<file path="config.mk">
export PLATFORM = sky130hd
export DESIGN_NAME = uart_rx
export DESIGN_NICKNAME = d
export VERILOG_FILES = /design/src/rtl/uart_rx.sv
export SDC_FILE = /design/constraint.sdc
export NUM_CORES = 1
export LEC_CHECK = 0
export ABC_AREA = 1
export CORE_MARGIN = 2
export CORE_UTILIZATION = 50
export DETAILED_ROUTE_END_ITERATION = 6
export GPL_ROUTABILITY_DRIVEN = 0
export GPL_TIMING_DRIVEN = 0
export HOLD_SLACK_MARGIN = 0.02
export MAX_ROUTING_LAYER = met4
export PLACE_DENSITY_LB_ADDON = 0.15
export SETUP_SLACK_MARGIN = 0.1
export SYNTH_ARGS = -nofsm -noshare
export SYNTH_HDL_FRONTEND = slang
export SYNTH_SLANG_ARGS = --single-unit
export TNS_END_PERCENT = 50
</file>
<file path="constraint.sdc">
create_clock -name clk -period 1.45 [get_ports clk]
set_input_delay 0.29 -clock clk [delete_from_list [all_inputs] [get_ports clk]]
set_output_delay 0.29 -clock clk [all_outputs]
set_load 0.01 [all_outputs]
</file>
<file path="src/rtl/uart_rx.sv">
// 8N1 UART receiver: mid-bit sampling, holding register with ready/read
// handshake, one-cycle framing-error pulse and sticky overrun flag.
module uart_rx #(
    parameter int unsigned CLKS_PER_BIT = 16,
    parameter int unsigned SYNC_STAGES  = 2
) (
    input  logic       clk,
    input  logic       reset,
    input  logic       rx_data,
    input  logic       read_data,
    output logic [7:0] data_out,
    output logic       data_ready,
    output logic       framing_error,
    output logic       overrun,
    output logic       rx_busy
);

    localparam int unsigned TW = $clog2(CLKS_PER_BIT) + 1;
    localparam logic [TW-1:0] HALF_M1 = TW'(CLKS_PER_BIT / 2 - 1);
    localparam logic [TW-1:0] FULL_M1 = TW'(CLKS_PER_BIT - 1);

    typedef enum logic [1:0] {
        IDLE,
        START,
        DATA,
        STOP
    } state_t;

    state_t                 state_q;
    logic [SYNC_STAGES-1:0] sync_q;
    logic                   rx_s;
    logic                   rx_s_prev_q;
    logic [TW-1:0]          timer_q;
    logic [2:0]             bit_idx_q;
    logic [7:0]             shift_q;
    logic [7:0]             data_q;
    logic                   ready_q;
    logic                   ferr_q;
    logic                   overrun_q;
    logic                   busy_q;

    assign rx_s = sync_q[SYNC_STAGES-1];

    always_ff @(posedge clk) begin
        if (reset) begin
            state_q     <= IDLE;
            sync_q      <= '1;
            rx_s_prev_q <= 1'b1;
            timer_q     <= '0;
            bit_idx_q   <= '0;
            shift_q     <= '0;
            data_q      <= '0;
            ready_q     <= 1'b0;
            ferr_q      <= 1'b0;
            overrun_q   <= 1'b0;
            busy_q      <= 1'b0;
        end else begin
            sync_q      <= {sync_q[SYNC_STAGES-2:0], rx_data};
            rx_s_prev_q <= rx_s;
            ferr_q      <= 1'b0;
            timer_q     <= timer_q + 1'b1;

            if (read_data && ready_q) begin
                ready_q   <= 1'b0;
                overrun_q <= 1'b0;
            end

            case (state_q)
                IDLE: begin
                    timer_q <= '0;
                    if (!rx_s && rx_s_prev_q) begin
                        state_q <= START;
                        busy_q  <= 1'b1;
                    end
                end
                START: begin
                    if (timer_q == HALF_M1) begin
                        timer_q <= '0;
                        if (rx_s) begin
                            state_q <= IDLE;
                            busy_q  <= 1'b0;
                        end else begin
                            state_q   <= DATA;
                            bit_idx_q <= '0;
                        end
                    end
                end
                DATA: begin
                    if (timer_q == FULL_M1) begin
                        timer_q <= '0;
                        shift_q <= {rx_s, shift_q[7:1]};
                        if (bit_idx_q == 3'd7) state_q <= STOP;
                        else bit_idx_q <= bit_idx_q + 3'd1;
                    end
                end
                STOP: begin
                    if (timer_q == FULL_M1) begin
                        timer_q <= '0;
                        state_q <= IDLE;
                        busy_q  <= 1'b0;
                        if (rx_s) begin
                            // Overrides the handshake clear above: a same-cycle read keeps the new byte ready.
                            data_q    <= shift_q;
                            ready_q   <= 1'b1;
                            overrun_q <= ready_q && !read_data;
                        end else begin
                            ferr_q <= 1'b1;
                        end
                    end
                end
                default: begin
                    state_q <= IDLE;
                    busy_q  <= 1'b0;
                end
            endcase
        end
    end

    assign data_out      = data_q;
    assign data_ready    = ready_q;
    assign framing_error = ferr_q;
    assign overrun       = overrun_q;
    assign rx_busy       = busy_q;

endmodule

</file>
==> load_flow_metrics.sql, run 1 <==
INSERT INTO impl_metrics (metric_group, metric, value, unit) VALUES
('drt', 'detail-route-antenna-nets', '0', ''),
('drt', 'met2WireLength', '1.40', 'mm'),
('finish', 'drive_above_1_share', '30.3', '%'),
('clock_tree', 'path_clk_slew', '0.10', 'ns'),
('logic_synthesis', 'area_fraction_of_the_dominant_cell_type_after_synthesis', '47.3', '%'),
('logic_synthesis', 'synth_adder_area_share', '3.58', '%'),
('drt', 'route.top_layer_used', 'met4', ''),
('global_route', 'grt_start_max_net_pins', '11', ''),
('logic_synthesis', 'synthTopCellsByCount', '33 x sky130_fd_sc_hd__dfxtp_1, 26 x sky130_fd_sc_hd__nor2_1, 24 x sky130_fd_sc_hd__nand2_1', ''),
('placement', 'detailedPlace.worstSlack', '-0.000593', 'ns'),
('die', 'die_area', '0.00323', 'mm2'),
('sta', 'grt_setup_unrepaired', 'true', ''),
('sta', 'layout_setup_ws', '0.0977', 'ns'),
('worst_setup_path', 'path_class', 'register to register', ''),
('sta', 'timing.final.setup_violations', '0', ''),
('drt', 'via_per_inst', '5.25', ''),
('drt', 'wl_met3', '195', 'um'),
('logic_synthesis', 'synth_enable_flop_cells', '0', ''),
('logic_synthesis', 'most_numerous_cell_in_the_yosys_netlist', 'sky130_fd_sc_hd__dfxtp_1', ''),
('global_route', 'grt-ovfl-total', '0', ''),
('logic_synthesis', 'post_synth_num_cell_types', '27', ''),
('logic_synthesis', 'synth_mux_area_share', '0', '%'),
('clock_tree', 'clock_sinks', '33', ''),
('logic_synthesis', 'dominant_cell_type_by_area_after_synthesis', 'sky130_fd_sc_hd__dfxtp_1', ''),
('global_route', 'grt_pass1_vias', '1058', ''),
('sta', 'max_clock_freq', '739', 'MHz'),
('finish', 'total_inserted_antenna_cells', '0', ''),
('drt', 'drc_errors', '0', ''),
('worst_setup_path', 'cp_data_arrival_time', '1.61', 'ns'),
('clock_tree', 'clock_latency', '0.33', 'ns'),
('sta', 'hold_viol', '0', ''),
('placement', 'dpl.cell_count', '216', ''),
('logic_synthesis', 'ys_ff_latch', '33', ''),
('finish', 'fin_nets', '208', ''),
('min_path', 'hold_path_class', 'input pin to register', ''),
('global_route', 'antenna_found_initial', '0', ''),
('logic_synthesis', 'synth-compound-area-share', '14.9', '%'),
('power_and_ir_drop', 'power.density_cell_area', '943', 'mW/mm2'),
('sta', 'timing.final.crit_period', '1.35', 'ns'),
('finish', 'final_cells', '232', ''),
('drt', 'detail_route.wl_per_cell', '11.9', 'um'),
('logic_synthesis', 'synthSimpleGateAreaFrac', '25.2', '%'),
('flow_run', 'drv.max_cap_violation_count', '0', ''),
('placement', 'dp_hpwl', '1.81', 'mm'),
('global_route', 'gr-usage-all-layers', '18.5', '%'),
('die', 'die_width', '56.9', 'um'),
('global_route', 'grt_first_pass_wirelength', '4.40', 'mm'),
('drt', 'num_vias', '1218', ''),
('sta', 'final-max-slew-violation-count', '0', ''),
('die', 'core-area', '0.00271', 'mm2'),
('logic_synthesis', 'synth-warning-count', '0', ''),
('power_and_ir_drop', 'power_leakage', '0.853', 'nW'),
('logic_synthesis', 'synth_sequential_area_ratio', '47.3', '%'),
('sta', 'timing.slew.headroom', '70.1', '%'),
('logic_synthesis', 'yosys_most_used_dff', 'sky130_fd_sc_hd__dfxtp_1', ''),
('logic_synthesis', 'synthXorXnorAreaFrac', '0.627', '%'),
('logic_synthesis', 'post_synth.cell_area_avg', '8.17', 'um2'),
('power_and_ir_drop', 'worst_supply_voltage_drop_on_vdd', '947', 'uV'),
('sta', 'timing.final.crit_share', '93.3', '%'),
('finish', 'synthToLayoutAreaGrowth', '30.9', '%'),
('die', 'initial_utilization', '51.6', '%'),
('placement', 'count_of_buffers_inserted_at_the_top_level_ports', '14', ''),
('clock_tree', 'cts.htree.levels', '2', ''),
('die', 'fp.dieH', '56.9', 'um'),
('worst_setup_path', 'crit_fanout', '10', ''),
('die', 'io_pins', '16', ''),
('sta', 'fin_hold_ws', '0.264', 'ns'),
('status', 'outcome', 'finished, final reports clean', ''),
('worst_setup_path', 'critical_path.startpoint_type', 'register', ''),
('power_and_ir_drop', 'p_total', '0.00172', 'W'),
('sta', 'worst_slew_pin_slew', '0.448', 'ns');
report_power, final:
group          internal [W]  total [W]  switching (W)  leakage, nW
clock network      0.000412   0.000718       0.000307       0.0455
registers          0.000914   0.000921     0.00000734        0.270
logic             0.0000336  0.0000854      0.0000517        0.538
total               0.00136    0.00172       0.000366        0.853
flip-flops by register name, indices dropped and copies added (netlist names), named ones only:
name           count
bit_idx_q          3
data_out           8
data_ready         1
framing_error      1
overrun            1
rx_busy            1
rx_s_prev_q        1
shift_q            8
state_q            1
sync_q             2
timer_q            5
cells by family (layout without fill, tap and decap cells):
group           Yosys count  in the layout
simple gates             68             69
compound gates           37             37
flops                    33             33
buf+inv                  28             57
fa+ha+maj                 4              4
xor+xnor                  1              1
through the flow:
step	util (%)	TNS, ns	area [um2]
after global routing	67.5	0	1830
after global placement	58.3	0	1580
after detailed placement	58.3	-0.000593	1580
after CTS	64.1	0	1740
final	67.5	0	1830
after floorplan	-	0	1400
area by class of cell:
type,count,area (um2)
sequential,33,668
timing repair buffer,21,181
inverter,24,100
clock buffer,7,55.1
clock inverter,1,30.0
multi-input combinational,111,732
buffer,4,23.8
fill,222,881
tap,31,38.8
metal layers:
metal  vias to the layer above  global-route usage (%)
met5                         -                       -
met4                         0                    8.97
met3                         6                    7.14
met2                        45                    28.6
met1                       559                    21.0
li1                        608                       -
worst max-delay path: stages, from the launching register on:
cell	delay, ns
sky130_fd_sc_hd__dfxtp_1	0.47
sky130_fd_sc_hd__nand4_4	0.22
sky130_fd_sc_hd__inv_2	0.15
sky130_fd_sc_hd__nand3_4	0.10
sky130_fd_sc_hd__buf_6	0.16
sky130_fd_sc_hd__a211oi_2	0.17
worst paths after layout:
path	startpoint	to	slack (ns)	depth (start not counted)
max	timer_q[2]	overrun	0.1	5
min	reset	bit_idx_q[1]	0.26	2
max reg2reg	timer_q[2]	overrun	0.1	5
min reg2reg	sync_q[0]	sync_q[1]	0.42	1
timing repair:
item	CTS	global route
gates cloned	0	1
pin swaps	6	10
endpoints found under the setup margin	29	25
hold endpoints to repair	0	0
gates resized for setup	27	20
buffers inserted	4	3
cells in the final DEF (no fill, tap or decap), drive strengths merged:
cell type	n
ha	4
nand4	1
nor3	1
a211oi	1
nand3	7
dfxtp	33
xor2	1
a21oi	16
dlygate4sd2	12
buf	11
nor2	30
inv	24
clkbuf	7
nand2	27
o21ai	20
bufinv	1
or2	3
clkdlybuf4s50	2
Note: power is estimated with default switching activity, not from simulation.
==> run 2: changes to the inputs <==
--- a/config.mk
+++ b/config.mk
@@ -7,13 +7,14 @@
 export LEC_CHECK = 0
 export ABC_AREA = 1
 export CORE_MARGIN = 2
-export CORE_UTILIZATION = 50
+export CORE_UTILIZATION = 45
 export DETAILED_ROUTE_END_ITERATION = 6
 export GPL_ROUTABILITY_DRIVEN = 0
 export GPL_TIMING_DRIVEN = 0
 export HOLD_SLACK_MARGIN = 0.02
 export MAX_ROUTING_LAYER = met4
 export PLACE_DENSITY_LB_ADDON = 0.15
+export RECOVER_POWER = 100
 export SETUP_SLACK_MARGIN = 0.1
 export SYNTH_ARGS = -nofsm -noshare
 export SYNTH_HDL_FRONTEND = slang
==> load_flow_metrics.sql, run 2 (synthesis results as in run 1) <==
INSERT INTO impl_metrics (metric_group, metric, value, unit) VALUES
('worst_setup_path', 'crit_fanout', '5', ''),
('min_path', 'hold_path_class', 'input pin to register', ''),
('die', 'die_area', '0.00357', 'mm2'),
('drt', 'detail_route.wl_per_cell', '11.9', 'um'),
('die', 'num_rows', '20', ''),
('flow_run', 'drv.max_cap_violation_count', '0', ''),
('sta', 'timing.final.crit_period', '1.39', 'ns'),
('worst_setup_path', 'path_class', 'register to register', ''),
('clock_tree', 'cts_max_path_buffers', '2', ''),
('finish', 'mostFrequentLayoutCells', '27 x sky130_fd_sc_hd__dfxtp_1, 24 x sky130_fd_sc_hd__nor2_1, 19 x sky130_fd_sc_hd__o21ai_0', ''),
('clock_tree', 'clock_sinks', '33', ''),
('drt', 'finalWirelength', '2.77', 'mm'),
('min_path', 'timing.hold.worst_path_depth', '2', ''),
('sta', 'final-max-slew-violation-count', '0', ''),
('clock_tree', 'cts.root.buffer_cell', 'sky130_fd_sc_hd__clkbuf_4', ''),
('global_route', 'antenna_found_initial', '0', ''),
('worst_setup_path', 'r2r_cell_count', '7', ''),
('clock_tree', 'path_clk_slew', '0.10', 'ns'),
('global_route', 'gr-usage-all-layers', '17.4', '%'),
('clock_tree', 'cts.htree.levels', '2', ''),
('finish', 'nFillCells', '265', ''),
('finish', 'layout.cells.most_common', 'sky130_fd_sc_hd__dfxtp_1', ''),
('drt', 'initial_drt_markers', '40', ''),
('power_and_ir_drop', 'power_leakage', '0.847', 'nW'),
('finish', 'synthToLayoutAreaGrowth', '33.2', '%'),
('die', 'fp.dieH', '59.7', 'um'),
('sta', 'layout_setup_ws', '0.0577', 'ns'),
('worst_setup_path', 'worst_ep_required_time', '1.71', 'ns'),
('power_and_ir_drop', 'p_total', '0.00173', 'W'),
('worst_setup_path', 'cp_data_arrival_time', '1.65', 'ns'),
('finish', 'total_inserted_antenna_cells', '0', ''),
('drt', 'drc_errors', '0', ''),
('finish', 'fin_nets', '208', ''),
('worst_setup_path', 'critical_path.endpoint_type', 'register', ''),
('finish', 'drive_above_1_share', '32.8', '%'),
('worst_setup_path', 'worstPathCellList', 'ha_4, nand4_4, nand2_1, nand2_4, nor2_4, nand3_1, a21oi_2', ''),
('global_route', 'grt_first_pass_wirelength', '4.42', 'mm'),
('sta', 'worst_slew_pin_slew', '0.433', 'ns'),
('die', 'initial_utilization', '46.5', '%'),
('placement', 'dp_hpwl', '1.77', 'mm'),
('power_and_ir_drop', 'power.density_cell_area', '928', 'mW/mm2'),
('worst_setup_path', 'worst_path_max_delay_cell', 'sky130_fd_sc_hd__dfxtp_2', ''),
('sta', 'timing.slew.headroom', '71.1', '%'),
('clock_tree', 'cts.hold.buffers_added', '0', ''),
('worst_setup_path', 'r2r_setup_slack', '0.06', 'ns'),
('drt', 'via_per_inst', '5.00', ''),
('worst_setup_path', 'critical_path.startpoint_type', 'register', ''),
('finish', 'area_occupied_by_registers', '673', 'um2'),
('global_route', 'grt_start_max_net_pins', '11', ''),
('sta', 'hold_viol', '0', ''),
('sta', 'timing.final.crit_share', '96.0', '%'),
('sta', 'max_clock_freq', '718', 'MHz'),
('sta', 'worst_clock_skew', '0.0102', 'ns'),
('clock_tree', 'cts_buffers', '5', ''),
('drt', 'num_vias', '1170', ''),
('drt', 'detail-route-antenna-nets', '0', ''),
('finish', 'postLayoutCoreUtil', '62.0', '%'),
('drt', 'first_pass_iters', '4', ''),
('power_and_ir_drop', 'worst_supply_voltage_drop_on_vdd', '794', 'uV'),
('worst_setup_path', 'worst_path_largest_cell_delay', '0.36', 'ns'),
('die', 'core-area', '0.00300', 'mm2'),
('clock_tree', 'tritoncts_clock_tree', 'yes', ''),
('clock_tree', 'clock_latency', '0.34', 'ns'),
('sta', 'totalNegativeSetupSlack', '0', 'ns'),
('sta', 'grt_setup_unrepaired', 'true', ''),
('placement', 'count_of_buffers_inserted_at_the_top_level_ports', '14', ''),
('die', 'die_width', '59.7', 'um'),
('sta', 'timing.final.setup_violations', '0', ''),
('finish', 'multi_input_area', '761', 'um2'),
('status', 'outcome', 'finished, final reports clean', ''),
('global_route', 'grt_pass1_vias', '990', ''),
('die', 'io_pins', '16', ''),
('global_route', 'grt-ovfl-total', '0', ''),
('placement', 'detailedPlace.worstSlack', '-0.0117', 'ns');
==> run 2: cell count changes in the layout (fill, tap and decap cells not counted), sizes merged <==
| cell | change |
|---|---|
| clkdlybuf4s50 | -1 |
| clkbuf | +2 |
| dlygate4sd3 | +1 |
| buf | -2 |
==> run 2: what timing repair did <==
item / in CTS / in global routing
setup buffers: 4 / 3
pin swaps: 5 / 12
gates resized for setup: 27 / 27
hold endpoints to repair: 0 / 0
cloned: 0 / 1
endpoints found under the setup margin: 29 / 27
==> run 2: critical path, delay by kind of cell, from the launching register on <==
kind            cells  cell delay (ns)
compound gates      1             0.15
fa+ha+maj           1             0.16
flops               1             0.36
simple gates        5             0.63
==> run 2: cell type report <==
class / count / area share [%]
Buffer: 4 / 1.28
Clock buffer: 7 / 2.96
Clock inverter: 1 / 1.61
Inverter: 24 / 5.38
Multi-Input combinational cell: 111 / 40.9
Sequential cell: 33 / 36.2
Tap cell: 33 / 2.22
Timing Repair Buffer: 21 / 9.54
==> run 2: routing by layer <==
layer | share of wire [%] | vias up | routed length, um | global-route usage [%]
met1 | 46 | 539 | 1270 | 21.4
met5 | 0 | - | 0 | -
met2 | 49 | 20 | 1350 | 25.9
li1 | - | 606 | - | -
met4 | 1.4 | 0 | 38 | 6.67
met3 | 4.0 | 5 | 112 | 6.49
==> run 2: through the flow <==
step	std cells	instance area, um2	hold slack, ns
6_report	234	1860	0.263
5_1_grt	234	1860	0.281
4_1_cts	230	1740	0.232
3_5_place_dp	218	1580	0.397
3_3_place_gp	218	1580	0.392
2_1_floorplan	171	1400	0.389
==> run 2: where the power goes <==
part | leakage (nW) | switching [W] | internal, W
Sequential | 0.270 | 0.00000718 | 0.000911
Clock | 0.0455 | 0.000308 | 0.000412
Combinational | 0.531 | 0.0000545 | 0.0000352
Total | 0.847 | 0.000369 | 0.00136
==> run 2: worst paths after layout <==
check	end	startpoint
worst max register to register	register	timer_q[0]
worst max-delay path	register	timer_q[0]
worst min register to register	sync_q[1]	sync_q[0]
worst min-delay path	bit_idx_q[1]	reset
==> run 3: changes to the inputs <==
--- a/config.mk
+++ b/config.mk
@@ -9,6 +9,7 @@
 export CORE_MARGIN = 2
 export CORE_UTILIZATION = 45
 export DETAILED_ROUTE_END_ITERATION = 6
+export DONT_BUFFER_PORTS = 1
 export GPL_ROUTABILITY_DRIVEN = 0
 export GPL_TIMING_DRIVEN = 0
 export HOLD_SLACK_MARGIN = 0.02
==> load_flow_metrics.sql, run 3 (synthesis results as in run 1) <==
INSERT INTO impl_metrics (metric_group, metric, value, unit) VALUES
('clock_tree', 'cts.htree.levels', '2', ''),
('finish', 'total_inserted_antenna_cells', '0', ''),
('status', 'outcome', 'finished, final reports clean', ''),
('die', 'io_pins', '16', ''),
('finish', 'area_occupied_by_registers', '668', 'um2'),
('drt', 'first_pass_iters', '4', ''),
('clock_tree', 'cts_buffers', '5', ''),
('drt', 'via_per_inst', '4.98', ''),
('finish', 'fin_nets', '196', ''),
('sta', 'timing.final.setup_violations', '0', ''),
('drt', 'initial_drt_markers', '31', ''),
('finish', 'nFillCells', '289', ''),
('global_route', 'grt_first_pass_wirelength', '4.29', 'mm'),
('clock_tree', 'cts_max_path_buffers', '2', ''),
('global_route', 'grt_start_max_net_pins', '11', ''),
('worst_setup_path', 'crit_fanout', '10', ''),
('global_route', 'gr-usage-all-layers', '17.4', '%'),
('power_and_ir_drop', 'power.density_cell_area', '916', 'mW/mm2'),
('finish', 'drive_above_1_share', '34.9', '%'),
('finish', 'multi_input_area', '744', 'um2'),
('worst_setup_path', 'critical_path.startpoint_type', 'register', ''),
('sta', 'grt_setup_unrepaired', 'true', ''),
('power_and_ir_drop', 'power_leakage', '0.752', 'nW'),
('sta', 'hold_viol', '0', ''),
('drt', 'detail-route-antenna-nets', '0', ''),
('die', 'fp.dieH', '59.7', 'um'),
('global_route', 'grt_pass1_vias', '1001', ''),
('clock_tree', 'cts.root.buffer_cell', 'sky130_fd_sc_hd__clkbuf_4', ''),
('finish', 'layout.cells.most_common', 'sky130_fd_sc_hd__dfxtp_1', ''),
('worst_setup_path', 'r2r_setup_slack', '0.07', 'ns'),
('global_route', 'antenna_found_initial', '0', ''),
('global_route', 'grt-ovfl-total', '0', ''),
('clock_tree', 'clock_latency', '0.34', 'ns'),
('clock_tree', 'path_clk_slew', '0.10', 'ns'),
('worst_setup_path', 'worst_ep_required_time', '1.72', 'ns'),
('clock_tree', 'clock_sinks', '33', ''),
('drt', 'finalWirelength', '2.78', 'mm'),
('drt', 'drc_errors', '0', ''),
('die', 'initial_utilization', '46.5', '%'),
('die', 'die_width', '59.7', 'um'),
('clock_tree', 'tritoncts_clock_tree', 'yes', ''),
('sta', 'final-max-slew-violation-count', '0', ''),
('drt', 'detail_route.wl_per_cell', '12.5', 'um'),
('sta', 'timing.final.crit_period', '1.38', 'ns'),
('placement', 'count_of_buffers_inserted_at_the_top_level_ports', '0', ''),
('finish', 'synthToLayoutAreaGrowth', '23.0', '%'),
('sta', 'worst_clock_skew', '0.00731', 'ns'),
('drt', 'num_vias', '1106', ''),
('flow_run', 'drv.max_cap_violation_count', '0', ''),
('placement', 'dp_hpwl', '1.78', 'mm'),
('die', 'num_rows', '20', ''),
('finish', 'mostFrequentLayoutCells', '27 x sky130_fd_sc_hd__dfxtp_1, 24 x sky130_fd_sc_hd__nor2_1, 18 x sky130_fd_sc_hd__inv_1', ''),
('power_and_ir_drop', 'worst_supply_voltage_drop_on_vdd', '417', 'uV'),
('worst_setup_path', 'critical_path.endpoint_type', 'register', ''),
('die', 'die_area', '0.00357', 'mm2'),
('min_path', 'hold_path_class', 'input pin to register', ''),
('sta', 'worst_slew_pin_slew', '0.430', 'ns'),
('sta', 'max_clock_freq', '725', 'MHz'),
('sta', 'timing.final.crit_share', '95.1', '%'),
('worst_setup_path', 'path_class', 'register to register', ''),
('power_and_ir_drop', 'p_total', '0.00158', 'W'),
('sta', 'totalNegativeSetupSlack', '0', 'ns'),
('die', 'core-area', '0.00300', 'mm2'),
('sta', 'timing.slew.headroom', '71.4', '%'),
('worst_setup_path', 'cp_data_arrival_time', '1.64', 'ns');
[run 3: cell types whose count changed in the layout (fill, tap and decap cells not counted), moves of 2 or more]
| cell | delta |
|---|---|
| sky130_fd_sc_hd__dfxtp_2 | +2 |
| sky130_fd_sc_hd__dfxtp_4 | -2 |
| sky130_fd_sc_hd__dlygate4sd2_1 | -12 |
| sky130_fd_sc_hd__nand2_1 | +4 |
| sky130_fd_sc_hd__nand2_2 | -2 |
| sky130_fd_sc_hd__nand2_4 | -2 |
| sky130_fd_sc_hd__nand3_2 | +2 |
| sky130_fd_sc_hd__o21ai_0 | -2 |
| sky130_fd_sc_hd__o21ai_2 | +2 |
[run 3: path summary, 6_finish.rpt]
path | from | end | depth (start not counted)
worst max-delay path | timer_q[0] | overrun | 6
worst min-delay path | rx_data | sync_q[0] | 1
worst max register to register | timer_q[0] | overrun | 6
worst min register to register | sync_q[0] | sync_q[1] | 1
[run 3: timing repair]
action                     CTS  global route
gates cloned                 1             0
setup buffers                6             3
resized for setup           15            22
hold buffers                 0             0
pin swaps                    7             9
setup endpoints to repair   17            28
[run 3: per-layer routing]
| layer | wire, um | GRT usage (%) |
|---|---|---|
| met5 | 0 | - |
| met4 | 66 | 9.84 |
| met3 | 111 | 7.14 |
| met1 | 1240 | 19.1 |
| met2 | 1360 | 26.6 |
[run 3: worst max-delay path, stage by stage, from the launching register on]
cell                       delay (ns)
sky130_fd_sc_hd__dfxtp_2         0.36
sky130_fd_sc_hd__ha_4            0.18
sky130_fd_sc_hd__nand4_4         0.17
sky130_fd_sc_hd__inv_4           0.15
sky130_fd_sc_hd__nand3_4         0.10
sky130_fd_sc_hd__buf_6           0.16
sky130_fd_sc_hd__a211oi_4        0.18
[run 3: metrics by stage]
stage	worst slack (ns)	hold WS (ns)	util [%]	area, um2	std cells
floorplan	0.106	0.389	-	1400	171
finish	0.0716	0.0530	57.3	1720	222
CTS	0.0730	0.0348	53.8	1610	219
global placement	0.0274	0.391	48.0	1440	204
detailed placement	-0.0124	0.396	48.0	1440	204
global route	-0.00179	0.0343	57.3	1720	222
[run 3: area by class of cell]
cell class / count / area share, %
Timing Repair Buffer: 9 / 4.15
Tap cell: 33 / 2.40
Multi-Input combinational cell: 111 / 43.3
Sequential cell: 33 / 38.9
Clock buffer: 7 / 3.78
Buffer: 4 / 1.38
Inverter: 24 / 5.82
Clock inverter: 1 / 0.291
[run 3: report_power, final]
part | total [W] | internal, W | switching [W]
clock | 0.000579 | 0.000281 | 0.000298
combinational | 0.0000739 | 0.0000274 | 0.0000465
sequential | 0.000923 | 0.000914 | 0.00000851
==> edit 1, RTL diff (config.mk and constraints of run 2) <==
The 4 states of `state_t` get a one-hot encoding in 4 bits.
--- a/src/rtl/uart_rx.sv
+++ b/src/rtl/uart_rx.sv
@@ -21,7 +21,7 @@
 
-    typedef enum logic [1:0] {
-        IDLE,
-        START,
-        DATA,
-        STOP
+    typedef enum logic [3:0] {
+        IDLE  = 4'b0001,
+        START = 4'b0010,
+        DATA  = 4'b0100,
+        STOP  = 4'b1000
     } state_t;
Formal check against the unedited RTL: no difference found for any inputs over 10 cycles, from zero or initial values and one cycle with reset high; not proved beyond that.
==> edit 1 against run 2 <==
  * The run now ends with negative setup slack left
  * Routed wire length is 29% higher
  * Critical path type unchanged
  * Setup slack worse by 0.12 ns
  * Fmax is 8.0% lower
  * Design area is 19% higher
  * Synthesized cell count is 29% higher
  * Area after synthesis is 11% higher
  * Sequential cell count is 2 higher
Power is not compared: it rests on default switching activity, and its combinational part moved more than twofold at a synthesized area within 25%.
==> edit 1: results (changes against run 2) <==
metric,value,unit,change
R2R cell count,11,,+4
DR iter-0 viols,38,,-5.0%
Worst-Margin Slew,0.501,ns,+0.0674 ns
CTS Buffer Depth,2,,unchanged
fin cells,303,,+29%
critical path arrival,1.76,ns,+0.11 ns
top post-synthesis cells by area,"dfxtp_1 45%, nor2_1 11%, inv_1 8.5%",,
Worst-path clk slew,0.11,ns,
H-tree levels,2,,unchanged
Synthesis Warnings,0,,unchanged
final hold slack,0.227,ns,-0.0361 ns
Final WS setup,-0.0629,ns,-0.121 ns
register area share after synthesis,45.2,%,-2.0 points
Final Skew,0.0133,ns,+0.00311 ns
routing usage on met2,33.3,%,+7.4 points
Mean Syn Cell Area,7.04,um2,-14%
Post-Route M1 WL,1670,um,+31%
first-pass GRT wire length,6090,um,+38%
nets@finish,266,,+28%
clock-net power,691,uW,
Hold Path Stages,2,,unchanged
fmax,661,MHz,-8.0%
placed cell area,1840,um2,+16%
initial antenna violation count,0,,unchanged
Post-synth top cells,"47 x nor2_1, 35 x dfxtp_1, 35 x inv_1, 34 x nand2_1, 18 x o21ai_0",,
asr flop ratio synth,0,%,unchanged
met3 Use GR,6.31,%,-0.19 points
M1 GR Usage,23.5,%,+2.1 points
Comb power,768,uW,
"Distinct cells, synth",18,,-33%
TNS Setup,-0.331,ns,-0.331 ns
total track usage,20.6,%,+3.2 points
DP Cell Count,280,,+28%
Max IR drop VDD,0.000659,V,
clk root buf,clkbuf_4,,
Post-CTS Resized,48,,+78%
share of cells above drive strength 1,35.4,%,+2.6 points
metal3 WL,106,um,-5.4%
syn_nets,229,,+28%
Hold Crit Start,reset,,
"Setup violations, final",13,,+13
HPWL after DPL,2130,um,+20%
worst skew pair latency,0.35,ns,
share of the synthesized area in the top cell type,45.2,%,-2.0 points
status,"finished, violations left",,
Routed WL,3570,um,+29%
vias,1454,,+24%
failing checks,negative setup slack,,
metal2 WL,1720,um,+27%
Hold Path Sink,data_ready,,
Setup Buffers After CTS,8,,+4
pre-CTS setup slack,-0.119,ns,-0.107 ns
largest net degree at the start of global routing,12,,+1
vias in the first global route,1413,,+43%
[edit 1: changes by cell type after synthesis, moves of 2 or more]
cell,delta
buf_2,+3
buf_1,-2
nor2_8,-2
nor2_1,+21
nand2_1,+10
nand3_1,+8
inv_1,+16
inv_2,-3
a21oi_2,-3
dfxtp_1,+2
a21oi_1,+3
nand4_1,+3
[edit 1: layout make-up]
| class | instances | area (um2) |
|---|---|---|
| fill | 318 | 1100 |
| tap | 46 | 57.6 |
| clock inverter | 2 | 37.5 |
| inverter | 35 | 139 |
| clock buffer | 5 | 37.5 |
| buffer | 5 | 36.3 |
| multi-input combinational | 146 | 948 |
| timing repair buffer | 29 | 245 |
| sequential | 35 | 706 |
[edit 1: cell families after synthesis]
logic type                 share of synthesized area [%]
AOI/OAI and AO/OA                                   11.8
adders and majority gates                           4.04
buffers and inverters                               10.0
DFF                                                 45.2
and+or+nand+nor                                     28.9
==> edit 2, RTL diff (flow settings as in run 2) <==
Without the edit above. The parameter `CLKS_PER_BIT` goes from 16 to 8.
--- a/src/rtl/uart_rx.sv
+++ b/src/rtl/uart_rx.sv
@@ -3,3 +3,3 @@
 module uart_rx #(
-    parameter int unsigned CLKS_PER_BIT = 16,
+    parameter int unsigned CLKS_PER_BIT = 8,
     parameter int unsigned SYNC_STAGES  = 2
Function: changed (Yosys sat finds a counterexample within 10 cycles, from zero or initial values and one cycle with reset high).
==> edit 2 against run 2 <==
  * Power is 5.9% lower
  * Combinational power is 18% lower
  * Area after synthesis is 4.7% lower
  * Setup slack better by 0.0091 ns
  * Routed wire length is 9.6% lower
  * Sequential cell count is 1 lower
  * Cell count is 5.1% lower
  * Design area is 10% lower
  * Synthesized cell count is 1.8% lower
  * Hold slack worse by 0.011 ns
  * Core utilization is 1.8 points lower
  * Sequential power is 3.2% lower
  * Critical path type unchanged
  * Largest power group unchanged
  * Highest routed layer unchanged
==> edit 2: results (changes against run 2) <==
metric,value,unit,change
Hold Path Stages,2,,unchanged
Inserted Diodes,0,,unchanged
total track usage,16.9,%,-0.54 points
metal3 WL,76,um,-32%
first-pass GRT wire length,4140,um,-6.4%
Hold Path Sink,bit_idx_q[1],,
status,finished clean,,
met3 Use GR,5.27,%,-1.2 points
"Distinct cells, synth",30,,+11%
CTS Buf Count,5,,unchanged
Slew HR,70.2,%,-0.88 points
Hold Crit Start,reset,,
M1 GR Usage,21.8,%,+0.38 points
Post-Route M1 WL,1220,um,-3.7%
wire per inst,11.3,um,-4.7%
metal2 WL,1150,um,-15%
max layer used,met4,,
Max IR drop VDD,0.00109,V,+37%
CTS Buffer Depth,2,,unchanged
Mean Syn Cell Area,7.92,um2,-3.0%
final hold slack,0.252,ns,-0.0114 ns
hold crit path type,in -> reg,,
largest net degree at the start of global routing,11,,unchanged
syn_nets,175,,-2.2%
pre-CTS setup slack,0.0363,ns,+0.0481 ns
Final Skew,0.00802,ns,-0.00217 ns
vias,1089,,-6.9%
r2r startpoint,bit_idx_q[1],,
crit-path max cell delay,0.35,ns,
vias in the first global route,962,,-2.8%
fin cells,222,,-5.1%
HPWL after DPL,1720,um,-2.8%
Crit Path Max Fanout,3,,-2
placed cell area,1510,um2,-4.5%
register area share after synthesis,48.1,%,+0.85 points
DP Cell Count,213,,-2.3%
R2R cell count,8,,+1
DR iter-0 viols,27,,-33%
Filler Cells Inserted,269,,+1.5%
top post-synthesis cells by area,"dfxtp_1 48%, nor2_1 13%, o21ai_0 6.8%",,
routing usage on met2,23.9,%,-2.0 points
critical path arrival,1.66,ns,
Leak Pwr,0.000721,uW,-15%
nets@finish,197,,-5.3%
Post-synth top cells,"45 x nor2_1, 32 x dfxtp_1, 20 x nand2_1, 18 x o21ai_0, 12 x inv_1",,
I/O Buffers,14,,unchanged
share of cells above drive strength 1,23.6,%,-9.3 points
-- edit 2: changes by cell type after synthesis, moves of 4 or more --
cell	run 2	this run
nor2_1	26	45
a21oi_1	13	3
inv_1	19	12
nand2_1	24	20
-- edit 2: cells by family (layout without fill, tap and decap cells) --
logic type      after synthesis  in the layout  share of synthesized area (%)
flops                        32             32                           48.1
xor+xnor                      2              2                           1.32
fa+ha+maj                     3              3                           2.82
simple gates                 86             86                           31.6
compound gates               25             25                           10.2
buf+inv                      20             43                           6.01
-- edit 2: worst max-delay path by stage --
stage / endpoint / startpoint / slack (ns)
after detailed placement: overrun / timer_q[0] / 0.04
after global placement: overrun / timer_q[0] / 0.07
after CTS: bit_idx_q[0] / bit_idx_q[0] / 0.07
after global routing: bit_idx_q[1] / bit_idx_q[0] / -0.02
after floorplan: bit_idx_q[0] / bit_idx_q[0] / 0.16
final: bit_idx_q[2] / bit_idx_q[1] / 0.07
-- edit 2: where the power goes --
| part | internal (uW) | switching (uW) | total [uW] | leakage, uW |
|---|---|---|---|---|
| Sequential | 884 | 5.33 | 890 | 0.000261 |
| Clock | 361 | 301 | 663 | 0.0000422 |
| Combinational | 27.9 | 45.4 | 73.3 | 0.000417 |
-- edit 2: final cells by class --
class / count / area (um2) / area share (%)
buffer: 3 / 12.5 / 0.747
clock buffer: 6 / 41.3 / 2.47
clock inverter: 2 / 35.0 / 2.09
inverter: 17 / 78.8 / 4.71
multi-input combinational: 116 / 686 / 41.0
sequential: 32 / 649 / 38.8
tap: 31 / 38.8 / 2.32
timing repair buffer: 15 / 133 / 7.92
-- edit 2: timing repair --
action	in CTS	in global routing
setup buffers	1	0
pin swaps	1	14
cloned	0	0
endpoints found under the setup margin	29	24
hold endpoints to repair	0	0
hold buffers	0	0
gates resized for setup	15	31
